--- src/rtl/rv32i_pkg.sv ---
// Shared RV32I constants: immediate-format selects, major opcodes, fetch entry layout.
// Latency: none (types, constants and a pure combinational predecode helper).
// Backpressure: not applicable.
package rv32i_pkg;

  // Immediate-format select shared by the fetch predecoder and the sign extender
  typedef enum logic [2:0] {
    EXT_I = 3'b000,
    EXT_S = 3'b001,
    EXT_B = 3'b010,
    EXT_U = 3'b011,
    EXT_J = 3'b100
  } ext_src_e;

  localparam logic [6:0] OP_IMM    = 7'b0010011;
  localparam logic [6:0] OP_LOAD   = 7'b0000011;
  localparam logic [6:0] OP_JALR   = 7'b1100111;
  localparam logic [6:0] OP_STORE  = 7'b0100011;
  localparam logic [6:0] OP_BRANCH = 7'b1100011;
  localparam logic [6:0] OP_LUI    = 7'b0110111;
  localparam logic [6:0] OP_AUIPC  = 7'b0010111;
  localparam logic [6:0] OP_JAL    = 7'b1101111;
  localparam logic [6:0] OP_REG    = 7'b0110011;

  localparam int FETCH_FIFO_DEPTH = 2;

  // One buffered instruction: word, its address and the predecoded fields
  typedef struct packed {
    logic [31:0] instr;
    logic [31:0] pc;
    ext_src_e    ext_src;
    logic        illegal;
  } fetch_entry_t;

  // Classify the opcode so decode gets the immediate format without its own lookup
  function automatic fetch_entry_t predecode(input logic [31:0] instr, input logic [31:0] pc);
    fetch_entry_t e;
    e.instr   = instr;
    e.pc      = pc;
    e.ext_src = EXT_I;
    e.illegal = 1'b0;
    case (instr[6:0])
      OP_IMM, OP_LOAD, OP_JALR, OP_REG: e.ext_src = EXT_I;
      OP_STORE:                         e.ext_src = EXT_S;
      OP_BRANCH:                        e.ext_src = EXT_B;
      OP_LUI, OP_AUIPC:                 e.ext_src = EXT_U;
      OP_JAL:                           e.ext_src = EXT_J;
      default:                          e.illegal = 1'b1;
    endcase
    return e;
  endfunction

endpackage

--- src/rtl/fetch_fifo.sv ---
// Two-entry buffer of predecoded fetch entries with occupancy count and flush.
// Latency: a pushed entry is visible at the head the cycle after the push.
// Backpressure: none internally; the producer must never push when full.
module fetch_fifo
  import rv32i_pkg::*;
(
  input  logic         clk,
  input  logic         rst_n,
  input  logic         i_push,
  input  fetch_entry_t i_push_dat,
  input  logic         i_pop,
  input  logic         i_flush,
  output fetch_entry_t o_head_dat,
  output logic [1:0]   o_count
);

  fetch_entry_t r_mem [FETCH_FIFO_DEPTH];
  logic         r_wr_ptr;
  logic         r_rd_ptr;
  logic [1:0]   r_count;

  // Storage, pointers and count; flush empties the buffer and overrides push/pop
  always_ff @(posedge clk or negedge rst_n) begin
    if (!rst_n) begin
      for (int i = 0; i < FETCH_FIFO_DEPTH; i++) r_mem[i] <= '0;
      r_wr_ptr <= 1'b0;
      r_rd_ptr <= 1'b0;
      r_count  <= 2'd0;
    end else if (i_flush) begin
      r_wr_ptr <= 1'b0;
      r_rd_ptr <= 1'b0;
      r_count  <= 2'd0;
    end else begin
      if (i_push) begin
        r_mem[r_wr_ptr] <= i_push_dat;
        r_wr_ptr        <= ~r_wr_ptr;
      end
      if (i_pop) r_rd_ptr <= ~r_rd_ptr;
      r_count <= r_count + {1'b0, i_push} - {1'b0, i_pop};
    end
  end

  assign o_head_dat = r_mem[r_rd_ptr];
  assign o_count    = r_count;

endmodule

--- src/rtl/instr_fetch.sv ---
// RV32I instruction fetch: single-outstanding imem requests, predecode, 2-deep output buffer.
// Latency: instruction presented on if_* the cycle after imem_rvalid; 1 instr/cycle sustained.
// Backpressure: id_ready=0 holds if_*; fetching stops once buffered + in-flight reaches 2.
module instr_fetch
  import rv32i_pkg::*;
#(
  parameter logic [31:0] RESET_PC = 32'h0000_0000
) (
  input  logic        clk,
  input  logic        rst_n,
  output logic        imem_req,
  output logic [31:0] imem_addr,
  input  logic        imem_rvalid,
  input  logic [31:0] imem_rdata,
  input  logic        redirect_valid,
  input  logic [31:0] redirect_pc,
  input  logic        id_ready,
  output logic        if_valid,
  output logic [31:0] if_instr,
  output logic [31:0] if_pc,
  output logic [2:0]  if_ExtendSrc,
  output logic        if_illegal
);

  logic [31:0]  r_pc;
  logic [31:0]  r_req_pc;
  logic         r_outstanding;
  logic         r_kill;

  logic [1:0]   w_count;
  fetch_entry_t w_head;
  fetch_entry_t w_push_dat;
  logic         w_pop;
  logic         w_rsp;
  logic         w_accept;
  logic         w_room;
  logic         w_issue;
  logic         w_unused_redirect_lsbs;

  assign w_pop    = (w_count != 2'd0) && id_ready;
  assign w_rsp    = imem_rvalid && r_outstanding;
  // A response is kept only if it belongs to the current stream and no redirect is flushing
  assign w_accept = w_rsp && !r_kill && !redirect_valid;
  // In-flight request counts as an occupied slot, so a late return always fits
  assign w_room   = ({1'b0, w_count} + {2'b00, r_outstanding} - {2'b00, w_pop}) < 3'd2;
  // Gated by rst_n so no request escapes while reset is held
  assign w_issue  = rst_n && (!r_outstanding || imem_rvalid) && w_room && !redirect_valid;

  assign w_push_dat = predecode(imem_rdata, r_req_pc);
  assign w_unused_redirect_lsbs = ^redirect_pc[1:0];

  // Fetch PC: redirect retargets (word aligned), otherwise advance on each issued request
  always_ff @(posedge clk or negedge rst_n) begin
    if (!rst_n) begin
      r_pc     <= RESET_PC;
      r_req_pc <= RESET_PC;
    end else if (redirect_valid) begin
      r_pc <= {redirect_pc[31:2], 2'b00};
    end else if (w_issue) begin
      r_pc     <= r_pc + 32'd4;
      r_req_pc <= r_pc;
    end
  end

  // Outstanding/kill tracking: a request still in flight at redirect is marked for discard
  always_ff @(posedge clk or negedge rst_n) begin
    if (!rst_n) begin
      r_outstanding <= 1'b0;
      r_kill        <= 1'b0;
    end else if (redirect_valid) begin
      r_outstanding <= r_outstanding && !imem_rvalid;
      r_kill        <= r_outstanding && !imem_rvalid;
    end else begin
      if (w_issue)    r_outstanding <= 1'b1;
      else if (w_rsp) r_outstanding <= 1'b0;
      if (w_rsp)      r_kill        <= 1'b0;
    end
  end

  fetch_fifo u_fifo (
    .clk        (clk),
    .rst_n      (rst_n),
    .i_push     (w_accept),
    .i_push_dat (w_push_dat),
    .i_pop      (w_pop),
    .i_flush    (redirect_valid),
    .o_head_dat (w_head),
    .o_count    (w_count)
  );

  assign imem_req     = w_issue;
  assign imem_addr    = r_pc;
  assign if_valid     = (w_count != 2'd0);
  assign if_instr     = w_head.instr;
  assign if_pc        = w_head.pc;
  assign if_ExtendSrc = w_head.ext_src;
  assign if_illegal   = w_head.illegal;

endmodule

--- config.mk ---
export PLATFORM = sky130hd
export DESIGN_NAME = instr_fetch
export DESIGN_NICKNAME = d
export VERILOG_FILES = /design/src/rtl/rv32i_pkg.sv /design/src/rtl/fetch_fifo.sv /design/src/rtl/instr_fetch.sv
export SDC_FILE = /design/constraint.sdc
export NUM_CORES = 1
export LEC_CHECK = 0
export CAP_MARGIN = 20
export CORE_MARGIN = 2
export CORE_UTILIZATION = 47
export CTS_CLUSTER_DIAMETER = 150
export DETAILED_ROUTE_END_ITERATION = 10
export HOLD_SLACK_MARGIN = 0.15
export PLACE_DENSITY = 0.76
export SYNTH_ARGS = -nofsm -noshare
export SYNTH_HDL_FRONTEND = slang
export SYNTH_SLANG_ARGS = --single-unit
--- constraint.sdc ---
create_clock -name clk -period 3.4 [get_ports clk]
set_clock_uncertainty 0.15 [all_clocks]
set_input_delay 0.51 -clock clk [delete_from_list [all_inputs] [get_ports clk]]
set_output_delay 0.51 -clock clk [all_outputs]
set_load 0.02 [all_outputs]
==> results.ini <==
[clocking]
clk_path_buf_depth=2
clockRootBuffer=clkbuf_16
cts_setup_buffers=0
numCtsBuffers=17
clk_pin_slew_ns=0.07
cts_tree=yes
htreeDepth=4
cts_sinks=198
insertion_delay_ns=0.42

[timing]
rsz0062_at_grt=no
fin_crit_sh=0.9579
fmax_mhz=307.0
setup_tns_ns=0
final-setup-viol-count=0
drv_slew=0
hold_violations=0
hold_ws_ns=0.3293
worst_pin_slew_ns=0.7974
period_needed_ns=3.257
slew-limit-headroom=0.4684

[synth]
ys_dominant_reg_cell=dfrtp_1
yosysSeqAreaShare=0.5545
postSynthCellCount=683
yosys.area_share.simple=0.07408
synth_area_leader_cell=dfrtp_1
synth_mux_area_frac=0.2795
synth-adder-area-share=0.007842
synth.area.top_cells=dfrtp_1 55%, mux2_2 28%, xnor2_1 2.6%
ys_ff_latch=198
synth_cell_types=43
synth_edf_count=0
netlist_area_um2=8935
synth_top_cell_area_share=0.5545
synth_xor_area_frac=0.03221
synth.most_common_cell=mux2_2
synthArstFlopShare=1.000
ys_top_cells_by_count=220 x mux2_2, 198 x dfrtp_1, 49 x nand2_1
synth_compound_area_frac=0.02787
synth_top_family_by_area=multiplexers
ys_warn_count=0
avgSynthCellArea_um2=13.08

[outcome]
run_status=completed

[power_and_ir_drop]
leakage_nw=5.019
p_int_mw=6.361
p_seq_frac=0.393
p_sw_frac=0.3180
vdd_ir_drop_max_mv=0.4624
p_sw_mw=2.965
pwr-share-clk=0.218
p_comb_frac=0.390
power_density_nw_per_um2=806.8

[drt]
vias=5893
drc=0
routedWlPerCell_um=17.94
vias_per_cell=5.377
first_pass_iters=4
drtIter0Drc=276
final_antenna_net_count=0
routed_wl_um=19660

[floorplanning]
rows=50
die-height_um=141.9
die_w_um=141.9
start_util=0.4777
ioPinCount=171
dieArea_um2=20130
fp.coreArea_um2=18710

[place]
place_congestion=0.7799
port_buffers=164
hpwl_um=13030
place_inst=1064
placed_area_um2=10920

[global_route]
grt_pass1_vias=6108
track_usage=0.2018
grt_max_degree=137
antenna_found_initial=0
grt_pass1_wl_um=31770
overflow=0

[worst_setup_path]
critPathLaunchType=flop
worst_ep_arrival_time_ns=3.45
required_ns=3.60
cp_max_fo=2
end_kind=flop
critPathKind=reg -> reg

[final_layout]
layout.cells.non_filler=1096
design_area_um2=11560
syn_to_final_growth_pct=29.37
drive_gt1_frac=0.3329
num_antenna_cells=0
final_nets=924
fillers=1447

[run]
drv_cap=0

[min_path]
hold_class=reg -> reg

-- power groups by stage --
stage | clock network, mW | logic, mW | registers, mW
3_5_place_dp | 0 | 3.60 | 3.70
6_report | 2.03 | 3.63 | 3.66
2_1_floorplan | 0 | 2.19 | 3.56
5_1_grt | 2.17 | 3.88 | 3.78
3_3_place_gp | 0 | 3.56 | 3.67
4_1_cts | 2.07 | 3.63 | 3.67
-- registers in the layout, indices dropped and copies added (netlist names) --
name / cells
r_outstanding: 1
u_fifo.r_rd_ptr: 1
r_kill: 1
u_fifo.o_count: 2
imem_addr: 30
r_req_pc: 30
u_fifo.r_wr_ptr: 1
u_fifo.r_mem: 132
-- worst paths after layout --
path	start	cells after the start	end	slack [ns]
setup / recovery	u_fifo.o_count[1]	11	imem_addr[31]	0.14
hold / removal	u_fifo.r_mem[2]	2	u_fifo.r_mem[2]	0.33
setup reg to reg	u_fifo.o_count[1]	11	imem_addr[31]	0.14
hold reg to reg	u_fifo.r_mem[2]	2	u_fifo.r_mem[2]	0.33
max in group asynchronous	rst_n	4	u_fifo.r_mem[65]	1.16
min in group asynchronous	rst_n	3	u_fifo.r_mem[111]	0.63
-- stage by stage --
step | worst slack (ns) | util | power [mW]
finish | 0.1431 | 0.6179 | 9.326
global route | 0.01967 | 0.6179 | 9.827
CTS | 0.002763 | 0.6155 | 9.369
detailed placement | -0.3015 | 0.5838 | 7.302
global placement | -0.3016 | 0.5838 | 7.226
floorplan | -0.09627 | - | 5.748
-- cell usage in the layout (no fill, tap or decap), types with 7 or more instances in the layout --
master,n
nor2_1,11
clkbuf_16,17
nand3_1,10
mux2_2,220
dfrtp_1,197
inv_1,9
nand4_1,7
nor4_1,10
xnor2_1,27
o21ai_0,38
nor3_1,10
nand2_1,49
clkdlybuf4s50_1,161
buf_4,16
-- repair_timing --
item | in CTS | in global routing
endpoints found under the setup margin | 2 | 3
pin swaps | 0 | 6
gates resized for setup | 6 | 8
hold buffers | 1 | 0
hold endpoints to repair | 57 | 0
-- per-layer routing --
layer  share of wire  vias up  track usage
li1                -     2742            -
met1            0.47     2984       0.2786
met2            0.47      153       0.3250
met3           0.050       14      0.04489
met4           0.011        0      0.05368
met5               0        -            0
-- logic make-up (layout without fill, tap and decap cells) --
logic type               after synthesis  after routing
XOR/XNOR                              32             32
buffers and inverters                 49            225
other                                  1              4
AO/OA/AOI/OAI                         47             47
flip-flops                           198            198
AND/OR/NAND/NOR                      129            129
multiplexers                         222            222
adder cells (fa/ha/maj)                5              5
-- final cells by class --
class / count / area [um2] / area share
Sequential cell: 198 / 4959 / 0.4290
Timing Repair Buffer: 185 / 1843 / 0.1595
Clock inverter: 12 / 150.1 / 0.01299
Clock buffer: 19 / 432.9 / 0.03745
Multi-Input combinational cell: 439 / 3847 / 0.3329
Inverter: 9 / 33.78 / 0.002923
Tap cell: 234 / 292.8 / 0.02533
-- worst max-delay path, cell delays in order, from the launching register on --
cell and delay [ns]:
dfrtp_1 0.38, or2_4 0.23, and2_4 0.17, ha_4 0.21, nand2b_4 0.13, fa_2 0.52, and2_4 0.16, buf_6 0.10
nand4_4 0.08, or4_4 0.52, or4_1 0.40, a31oi_1 0.13
Note: power is estimated with default switching activity, not from simulation.
